<file path="config.mk">
export PLATFORM = sky130hd
export DESIGN_NAME = pipe_reg_chain
export DESIGN_NICKNAME = d
export VERILOG_FILES = /design/src/rtl/pipe_reg_chain.sv
export SDC_FILE = /design/constraint.sdc
export NUM_CORES = 1
export LEC_CHECK = 0
export BUFFER_PORTS_ARGS = -buffer_cell sky130_fd_sc_hd__buf_4
export CORE_MARGIN = 5
export CORE_UTILIZATION = 30
export CTS_BUF_LIST = sky130_fd_sc_hd__clkbuf_4 sky130_fd_sc_hd__clkbuf_8
export DETAILED_ROUTE_END_ITERATION = 10
export GPL_TIMING_DRIVEN = 0
export PLACE_DENSITY = 0.59
export SYNTH_ARGS = -nofsm -noshare
export SYNTH_HDL_FRONTEND = slang
export SYNTH_SLANG_ARGS = --single-unit
</file>
<file path="constraint.sdc">
create_clock -name clk_i -period 3 [get_ports clk_i]
set_input_delay 0.15 -clock clk_i [delete_from_list [all_inputs] [get_ports clk_i]]
set_output_delay 0.15 -clock clk_i [all_outputs]
set_load 0.1 [all_outputs]
</file>
<file path="src/rtl/pipe_reg_chain.sv">
// Parametrised chain of pipeline registers with per-stage stall and flush,
// automatic bubble insertion below a held stage, and hazard-debug statistics.
module pipe_reg_chain #(
    parameter int unsigned      WIDTH      = 32,
    parameter int unsigned      STAGES     = 3,
    parameter logic [WIDTH-1:0] BUBBLE_VAL = '0
) (
    input  logic                         clk_i,
    input  logic                         rst_i,
    input  logic [WIDTH-1:0]             data_i,
    input  logic                         valid_i,
    input  logic [STAGES-1:0]            stall_i,
    input  logic [STAGES-1:0]            flush_i,
    output logic                         ready_o,
    output logic [WIDTH-1:0]             data_o,
    output logic                         valid_o,
    output logic [STAGES-1:0]            stage_valid_o,
    output logic [$clog2(STAGES+1)-1:0]  occupancy_o,
    output logic [15:0]                  stall_cnt_o
);

    localparam int unsigned OCC_W = $clog2(STAGES + 1);

    logic [WIDTH-1:0]  data_q [STAGES];
    logic [WIDTH-1:0]  data_d [STAGES];
    logic [STAGES-1:0] valid_q;
    logic [STAGES-1:0] valid_d;
    logic [15:0]       stall_cnt_q;
    logic [15:0]       stall_cnt_d;

    logic [STAGES-1:0] hold;
    logic [WIDTH-1:0]  src_data [STAGES];
    logic [STAGES-1:0] src_valid;
    logic [STAGES-1:0] src_hold;
    logic [OCC_W-1:0]  occ;

    // A stall anywhere downstream freezes every stage above it.
    always_comb begin : hold_chain
        logic acc;
        acc  = 1'b0;
        hold = '0;
        for (int unsigned i = 0; i < STAGES; i++) begin
            acc                  = acc | stall_i[STAGES-1-i];
            hold[STAGES-1-i]     = acc;
        end
    end

    // Source of each stage; stage 0 is fed from the input and never sees an upstream hold.
    always_comb begin
        src_data[0]  = data_i;
        src_valid    = '0;
        src_hold     = '0;
        src_valid[0] = valid_i;
        for (int unsigned i = 1; i < STAGES; i++) begin
            src_data[i]  = data_q[i-1];
            src_valid[i] = valid_q[i-1];
            src_hold[i]  = hold[i-1];
        end
    end

    always_comb begin
        for (int unsigned i = 0; i < STAGES; i++) begin
            data_d[i]  = data_q[i];
            valid_d[i] = valid_q[i];
            if (flush_i[i]) begin
                data_d[i]  = BUBBLE_VAL;
                valid_d[i] = 1'b0;
            end else if (hold[i]) begin
                data_d[i]  = data_q[i];
                valid_d[i] = valid_q[i];
            end else if (src_hold[i]) begin
                data_d[i]  = BUBBLE_VAL;
                valid_d[i] = 1'b0;
            end else begin
                data_d[i]  = src_data[i];
                valid_d[i] = src_valid[i];
            end
        end
    end

    always_comb begin
        stall_cnt_d = stall_cnt_q;
        if (valid_i && hold[0] && (stall_cnt_q != 16'hFFFF)) begin
            stall_cnt_d = stall_cnt_q + 16'd1;
        end
    end

    always_comb begin
        occ = '0;
        for (int unsigned i = 0; i < STAGES; i++) begin
            occ = occ + OCC_W'(valid_q[i]);
        end
    end

    always_ff @(posedge clk_i) begin
        if (rst_i) begin
            for (int unsigned i = 0; i < STAGES; i++) begin
                data_q[i] <= BUBBLE_VAL;
            end
            valid_q     <= '0;
            stall_cnt_q <= '0;
        end else begin
            for (int unsigned i = 0; i < STAGES; i++) begin
                data_q[i] <= data_d[i];
            end
            valid_q     <= valid_d;
            stall_cnt_q <= stall_cnt_d;
        end
    end

    assign ready_o       = ~hold[0];
    assign data_o        = data_q[STAGES-1];
    assign valid_o       = valid_q[STAGES-1];
    assign stage_valid_o = valid_q;
    assign occupancy_o   = occ;
    assign stall_cnt_o   = stall_cnt_q;

endmodule

</file>
## Word level (Yosys, flattened, before mapping)

Memory sizes are Yosys's and may differ from the RTL's.
Index checks and enable logic that the tools add are counted.

| storage, ports and cells | value |
|---|---|
| register bits | 19 |
| memory bits (writable) | 96 |
| input port bits | 41 |
| output and inout port bits | 55 |
| memories kept | 1 |

Memories:

| name | depth | bits a word | rd ports | clocked after memory_dff | write ports | line | text |
|---|---|---|---|---|---|---|---|
| data_q | 3 | 32 | 3 | 0 | 3 | 24 | `logic [WIDTH-1:0] data_q [STAGES];` |

| cells by class | value |
|---|---|
| add/subtract/negate cells | 3 |
| equality and inequality tests | 1 |
| multiplexer cells | 16 |
| bitwise gates (word level) | 6 |
| reductions and logical operators | 5 |

Operators with widths:

| operator | count |
|---|---|
| 32-bit two-way mux | 11 |
| 16-bit by 1-bit adder with 16-bit output (second input constant) | 1 |
| 16-bit != test (second input constant) | 1 |
| 2-bit OR reduction | 3 |
| 1-bit two-way mux | 5 |
| 1-bit bitwise OR | 5 |
| 1-bit by 1-bit adder with 2-bit output | 1 |
| 2-bit by 1-bit adder with 2-bit output | 1 |
| 1-bit logical AND | 2 |
| 1-bit NOT | 1 |

## Longest topological paths before layout

Gate-level depths: netlist of run 1.

| depth | value |
|---|---|
| depth after elaboration | 6 |
| depth in mapped cells | 7 |
| depth with buffers taken out | 5 |

## Least setup slack after synthesis of run 1

No wires, ideal clock.

| timing path | value |
|---|---|
| path kind | register to register |
| start | register stall_cnt_q[6], in the netlist stall_cnt_o[6] |
| end | register stall_cnt_q[11], in the netlist stall_cnt_o[11] |
| setup time | 70 ps |
| arrival | 2438 ps |
| slack | 492 ps |
| cell stages (with the launch flop) | 6 |
| path buffers | 1 |
| period minus slack after synthesis | 2508 ps |
| cell sequence | dfxtp_1 > o311ai_4 > or3_1 > buf_6 > or4_1 > a21oi_1 |

| between the ends | value |
|---|---|
| longest elaborated chain between the ends | 2 |

Ends and longest elaborated chain:

| item | line | text |
|---|---|---|
| start: declaration | 28 | `logic [15:0] stall_cnt_q;` |
| start signal: assignment | 107 | `stall_cnt_q <= stall_cnt_d;` |
| parallel branches: the longest is 2 deep, another holds 16-bit by 1-bit adder with 16-bit output | - |  |

Parallel ways; which one is timed is not known.
A chain may end at the register's enable or synchronous reset.

## Worst setup path in the final report of run 1

| timing path | value |
|---|---|
| start | register stall_cnt_q[0], in the netlist stall_cnt_o[0] |
| end | register stall_cnt_q[1], in the netlist stall_cnt_o[1] |

The elaborated chain is that of the path after synthesis.

==> run metrics, run 1 <==
status=finished, final reports clean; final worst path period share=76.41%; RSZ-0062 raised after global routing=false; global route total overflow=0; Synth Warn #=0; leakage power total=0.002325 uW; initial drt markers=between 200 and 300; DR pass1 iterations=5; Post-Synth Simple-Gate Area=between 20% and 30%; CTS tree=built; post-detail-place hpwl=9024 um; syn_area_per_cell=between 8 and 9 um2; Finish-stage setup viols=0; Core Area=15150 um2; die area=roughly 18000 um2; vias after detailed routing=4163; largest area contributor in the netlist=dfxtp_1; Final Hold Viols=0; mux contribution to synthesized area=0%; CTS-repair resized insts=0; gr usage total=13.94%; largest family of logic cells by synthesized area=simple AND/OR/NAND/NOR gates; library cells used by synthesis=33; io pins=96; Slew headroom=23.54%; main flop type after synthesis=dfxtp_1; Syn Nets=approximately 600; Sw Share=22.06%; Post-route DRC=0; worst path bufs/invs=2; count of state elements after synthesis=around 120; post-CTS setup repair buffer count=0; crit-path cells=ha_1, nand3_1, nor4_1, clkbuf_1, buf_2, o21ai_0, a21oi_1; RR Startpoint=stall_cnt_o[0]$_SDFFE_PP0P_; Sw Pwr=around 740 uW; count leader, synth=dfxtp_1; CTS max path bufs=2; nets@finish=roughly 730; die height=about 130 um; Final WS setup=707.6 ps; post-synthesis async set-or-reset flop share=0%; Worst Reg2Reg Path Length in Cells=7; maxcap violations=0; die span in x=about 130 um; clock sink total=around 120; Compound-Gate Fraction of Synth Area=roughly 17%; EDFF count, synth=0; maximum vdd drop=0.0004720 V; cts hold-fix bufs=33; Hold Crit Start=stall_i[2]; critical setup path kind=flop to flop; WL/cell=approximately 14 um; diodes inserted=0; Design Area, Final=approximately 6300 um2; Post-Syn Area=approximately 4600 um2; Rows=45; Mapped Cells=542; Critical Path End=stall_cnt_o[1]$_SDFFE_PP0P_; Internal=around 2600 uW; top post-synthesis cells by count=dfxtp_1 (115), nand2_1 (106), a21oi_1 (81), nor2_1 (36); CTS Buf Count=17; Max Fclk=approximately 0.44 GHz; Clock Latency Late Sink=about 430 ps; Area Overhead vs Synth=37.26%; Initial Utilization=a little under a third; power per cell area=~530 nW/um2; R2R Path End=stall_cnt_o[1]$_SDFFE_PP0P_; crit-path max FO=10; antenna violations before repair=0; CP top delay family=buffers and inverters; critical path's largest stage delay=approximately 420 ps; Post-Place Setup Slack=about 770 ps; placed cell area=5545 um2; setup TNS=0 ps; Root Buffer=clkbuf_8; ANT nets after route=0; top cell type's share of synthesized area=around half; clk_skew=around 7.6 ps; share of layout cells above drive strength 1=roughly 25%; XOR/XNOR Fraction of Synth Area=0%; Crit path arrival time=roughly 2700 ps; Post-Route WL=approximately 12000 um; top post-synthesis cells by area=dfxtp_1 (50%), a21oi_1 (8.8%), nand2_1 (8.6%); Clock transition at path regs=70 ps; critical path startpoint=stall_cnt_o[0]$_SDFFE_PP0P_; first-pass GRT wire length=about 20000 um; htree depth=4; Synth Area in Adders=less than 1%; largest net degree at the start of global routing=17; WP data required=3360 ps; Seq/Total Area, Yosys=about 50%; worst hold path type=input pin to flop; # port buffers=94; Final min period=around 2300 ps; Final Core Density=a little over two fifths; share of power burned in registers=between 40 and 50%; CP startpoint kind=flop; Final Wtd Congestion=slightly below 0.9; R2R Setup Slk=710 ps; cell depth of the worst setup path=7; via-per-instance ratio=approximately 4.7; vias in the first global route=roughly 4200; Comb power frac=about 6.7%; Final Slew Violations=0; Clock Power Share=47.3%; CP max-delay cell=dfxtp_1; Slew @ Worst Pin=approximately 1100 ps; Critical Path End Type=flop
sequential cells by signal, summed over array words and instances (netlist names):
signal and flops:
stage_valid_o 3, data_q 96, stall_cnt_o 16
cell families (layout without fill, tap and decap cells):
kind of cell / count (synthesis) / count (layout)
compound gates: 131 / 131
fa+ha+maj: 2 / 2
buf+inv: 79 / 238
flops: 115 / 115
simple gates: 215 / 215
cell usage in the layout (no fill, tap or decap):
cell type      netlist  layout
nor2b_1              1       1
clkbuf_1            34      34
or3b_2               1       1
fa_1                 1       1
clkinv_2             0       5
o311ai_4             1       1
nand4_1              4       4
nor2_1              36      36
nand2_1            106     106
o32a_1               1       1
nand3b_1            33      33
nand2b_1             1       1
or4_1                6       6
a22oi_1             33      33
dlygate4sd3_1        0      33
o311ai_0             1       1
and3_1               2       2
nor4_1               1       1
inv_1                3       3
or4_2                3       3
and4_1               1       1
or2_2                6       6
dfxtp_1            115     115
buf_1                3       3
or3_1                6       6
o31ai_1             10      10
nor3_1               2       2
buf_2                3       3
a21oi_1             81      81
nand3_1              6       6
o21ai_0              4       4
clkinv_1             1       1
clkbuf_4             0       2
ha_1                 1       1
buf_4               34     128
bufinv_16            0       4
clkbuf_8             0      20
clkinv_4             0       1
buf_6                1       1
how the worst min path moves through the flow:
stage	slack [ps]	end	cells past startpoint
2_1_floorplan	290	data_q[0][0]$_SDFFE_PP0P_	2
3_3_place_gp	400	data_q[0][9]$_SDFFE_PP0P_	3
3_5_place_dp	410	data_q[0][3]$_SDFFE_PP0P_	3
4_1_cts	70	data_q[0][64]$_SDFFE_PP0N_	3
5_1_grt	100	data_q[0][32]$_SDFFE_PP0N_	3
6_report	100	data_q[0][64]$_SDFFE_PP0N_	3
worst min-delay path, cell delays in order:
cell	delay, ps
buf_4	160
a22oi_1	100
nor2_1	70
routing by layer:
metal	GRT usage, %	wire (um)
met1	16.75	5470
met2	23.53	6061
met3	3.451	595
met4	6.343	204
met5	0	0
stage by stage:
stage	hold WS [ps]	total power [uW]	std cells
2_1_floorplan	286.0	1681	542
3_3_place_gp	402.1	1763	824
3_5_place_dp	408.1	1767	824
4_1_cts	66.16	3396	889
5_1_grt	97.11	3480	889
6_report	100.8	3353	889
cell type report:
cell class | instances | area, um2
timing repair buffer | 127 | 1036
buffer | 75 | 420.4
clock inverter | 10 | 153.9
multi-input combinational | 348 | 1867
tap | 188 | 235.2
sequential | 115 | 2302
inverter | 4 | 15.01
fill | 1506 | 8826
clock buffer | 22 | 290.3
power by group through the flow:
stage	sequential [uW]	combinational (uW)	clock [uW]
2_1_floorplan	1590	90.6	0
3_3_place_gp	1580	187	0
3_5_place_dp	1580	191	0
4_1_cts	1540	226	1630
5_1_grt	1540	244	1690
6_report	1540	224	1590
(Power assumes the default switching activity.)
==> run 2: changes to the inputs <==
Clock period 3 ns to 2.29 ns, I/O delays scaled along.
==> run 2 against run 1 <==
Register-to-register slack worse by 490 ps. Critical path depth stayed put. Via count is 0.29% lower. Largest power group is now registers.
==> run metrics, run 2 (synthesized netlist as in run 1, its figures left out) <==
Top reg by flops=data_q (unchanged); power per cell area=666.7 nW/um2 (was 530.6 nW/um2); antenna violations before repair=0 (unchanged); # port buffers=94 (unchanged); die height=133.9 um (unchanged); Post-route DRC=0 (unchanged); worst hold path type=input pin to flop (unchanged); setup TNS=0 ps (unchanged); Crit path arrival time=2430 ps (was 2650 ps); DR pass1 iterations=4 (was 5); Slew @ Worst Pin=1236 ps (was 1133 ps); crit-path max FO=10 (unchanged); Final min period=2069 ps (was 2292 ps); post-CTS setup repair buffer count=0 (unchanged); WP data required=2650 ps (was 3360 ps); max reg flops=96 (unchanged); CTS max path bufs=2 (unchanged); most frequent cells in the layout=buf_4 (128), nand2_1 (106), dfxtp_1 (99) (was buf_4 (128), dfxtp_1 (115), nand2_1 (106)); Finish-stage setup viols=0 (unchanged); die area=17930 um2 (unchanged); post-detail-place hpwl=8876 um (was 9024 um); vias after detailed routing=4151 (was 4163); maximum vdd drop=0.0003184 V (was 0.0004720 V); status=finished, final reports clean (unchanged); CP startpoint kind=flop (unchanged); Final Hold Viols=0 (unchanged); Slew headroom=16.52% (was 23.54%); Root Buffer=clkbuf_8 (unchanged); io pins=96 (unchanged); die span in x=133.9 um (unchanged); CTS tree=built (unchanged); commonest non-fill, non-tap cell in the layout=buf_4 (unchanged); clock sink total=115 (unchanged); Final Slew Violations=0 (unchanged); Max Fclk=0.4833 GHz (was 0.4362 GHz); global route total overflow=0 (unchanged); maxcap violations=0 (unchanged); nets@finish=731 (unchanged); Core Area=15150 um2 (unchanged); Area Overhead vs Synth=36.60% (was 37.26%); CTS Buf Count=17 (unchanged); Clock transition at path regs=70 ps (about the same); placed insts=824 (unchanged); hold_ws=52.37 ps (was 100.8 ps); clk_skew=12.19 ps (was 7.595 ps); Rows=45 (unchanged); Design Area, Final=6290 um2 (was 6320 um2); placed cell area=5565 um2 (was 5545 um2); total power draw=4193 uW (was 3353 uW); fin cells=887 (was 889); Post-Route WL=12150 um (was 12330 um); RSZ-0062 raised after global routing=false (unchanged); Final Wtd Congestion=0.8150 (was 0.8766); critical setup path kind=flop to flop (unchanged); Clock Latency Late Sink=440 ps (was 430 ps); largest net degree at the start of global routing=17 (unchanged); first-pass GRT wire length=19750 um (was 20190 um); final worst path period share=90.35% (was 76.41%); Initial Utilization=30.40% (unchanged); via-per-instance ratio=4.680 (was 4.683); gr usage total=13.97% (was 13.94%); initial drt markers=203 (was 262); leakage power total=0.002309 uW (was 0.002325 uW); Critical Path End Type=flop (unchanged); share of layout cells above drive strength 1=27.04% (was 24.96%); ANT nets after route=0 (unchanged); htree depth=4 (unchanged); WL/cell=13.70 um (was 13.87 um); vias in the first global route=4106 (was 4189); diodes inserted=0 (unchanged)
==> run 2: metrics by stage <==
| step | setup WS, ps | utilization (%) |
|---|---|---|
| 2_1_floorplan | 57.64 | - |
| 3_3_place_gp | 251.8 | 36.75 |
| 3_5_place_dp | 252.6 | 36.75 |
| 4_1_cts | 226.5 | 41.53 |
| 5_1_grt | 11.66 | 41.53 |
| 6_report | 220.9 | 41.53 |
==> run 2: worst max-delay path: stages (launching register included) <==
cell      delay [ps]
dfxtp_2          360
ha_1             260
nand3_1          100
nor4_1           350
clkbuf_1         370
buf_2            290
o21ai_0          100
a21oi_1          150
==> run 2: cell type report <==
class / count / area [um2]
timing repair buffer: 127 / 1036
clock buffer: 25 / 319.1
fill: 1509 / 8856
multi-input combinational: 348 / 1867
sequential: 115 / 2322
tap: 188 / 235.2
clock inverter: 5 / 75.07
buffer: 75 / 420.4
inverter: 4 / 15.01
==> run 2: what timing repair did <==
action                    in CTS  in global routing
gates resized for setup        0                  0
hold endpoints to repair      33                  0
hold buffers                  33                  0
==> run 2: final timing paths <==
path                            cells past startpoint                          end                        start  slack [ps]
worst max-delay path                                7  stall_cnt_o[1]$_SDFFE_PP0P_  stall_cnt_o[0]$_SDFFE_PP0P_         220
worst min-delay path                                3   data_q[0][63]$_SDFFE_PP0N_                   stall_i[0]          50
worst max register to register                      7  stall_cnt_o[1]$_SDFFE_PP0P_  stall_cnt_o[0]$_SDFFE_PP0P_         220
worst min register to register                      2   data_q[0][41]$_SDFFE_PP0N_   data_q[0][41]$_SDFFE_PP0N_         450
==> run 2: power breakdown <==
part | switching (uW) | total, uW | leakage [uW] | internal, uW
Combinational | 170 | 293 | 0.00116 | 123
Sequential | 7.99 | 2020 | 0.000935 | 2010
Clock | 767 | 1880 | 0.000209 | 1110
==> run 2: per-layer routing <==
layer  routed length, um  vias up  global-route usage, %
li1                    -     2129                      -
met3                 562       16                  4.014
met1                5117     1911                  16.16
met2                6255       95                  24.26
met5                   0        -                      0
met4                 218        0                  5.657
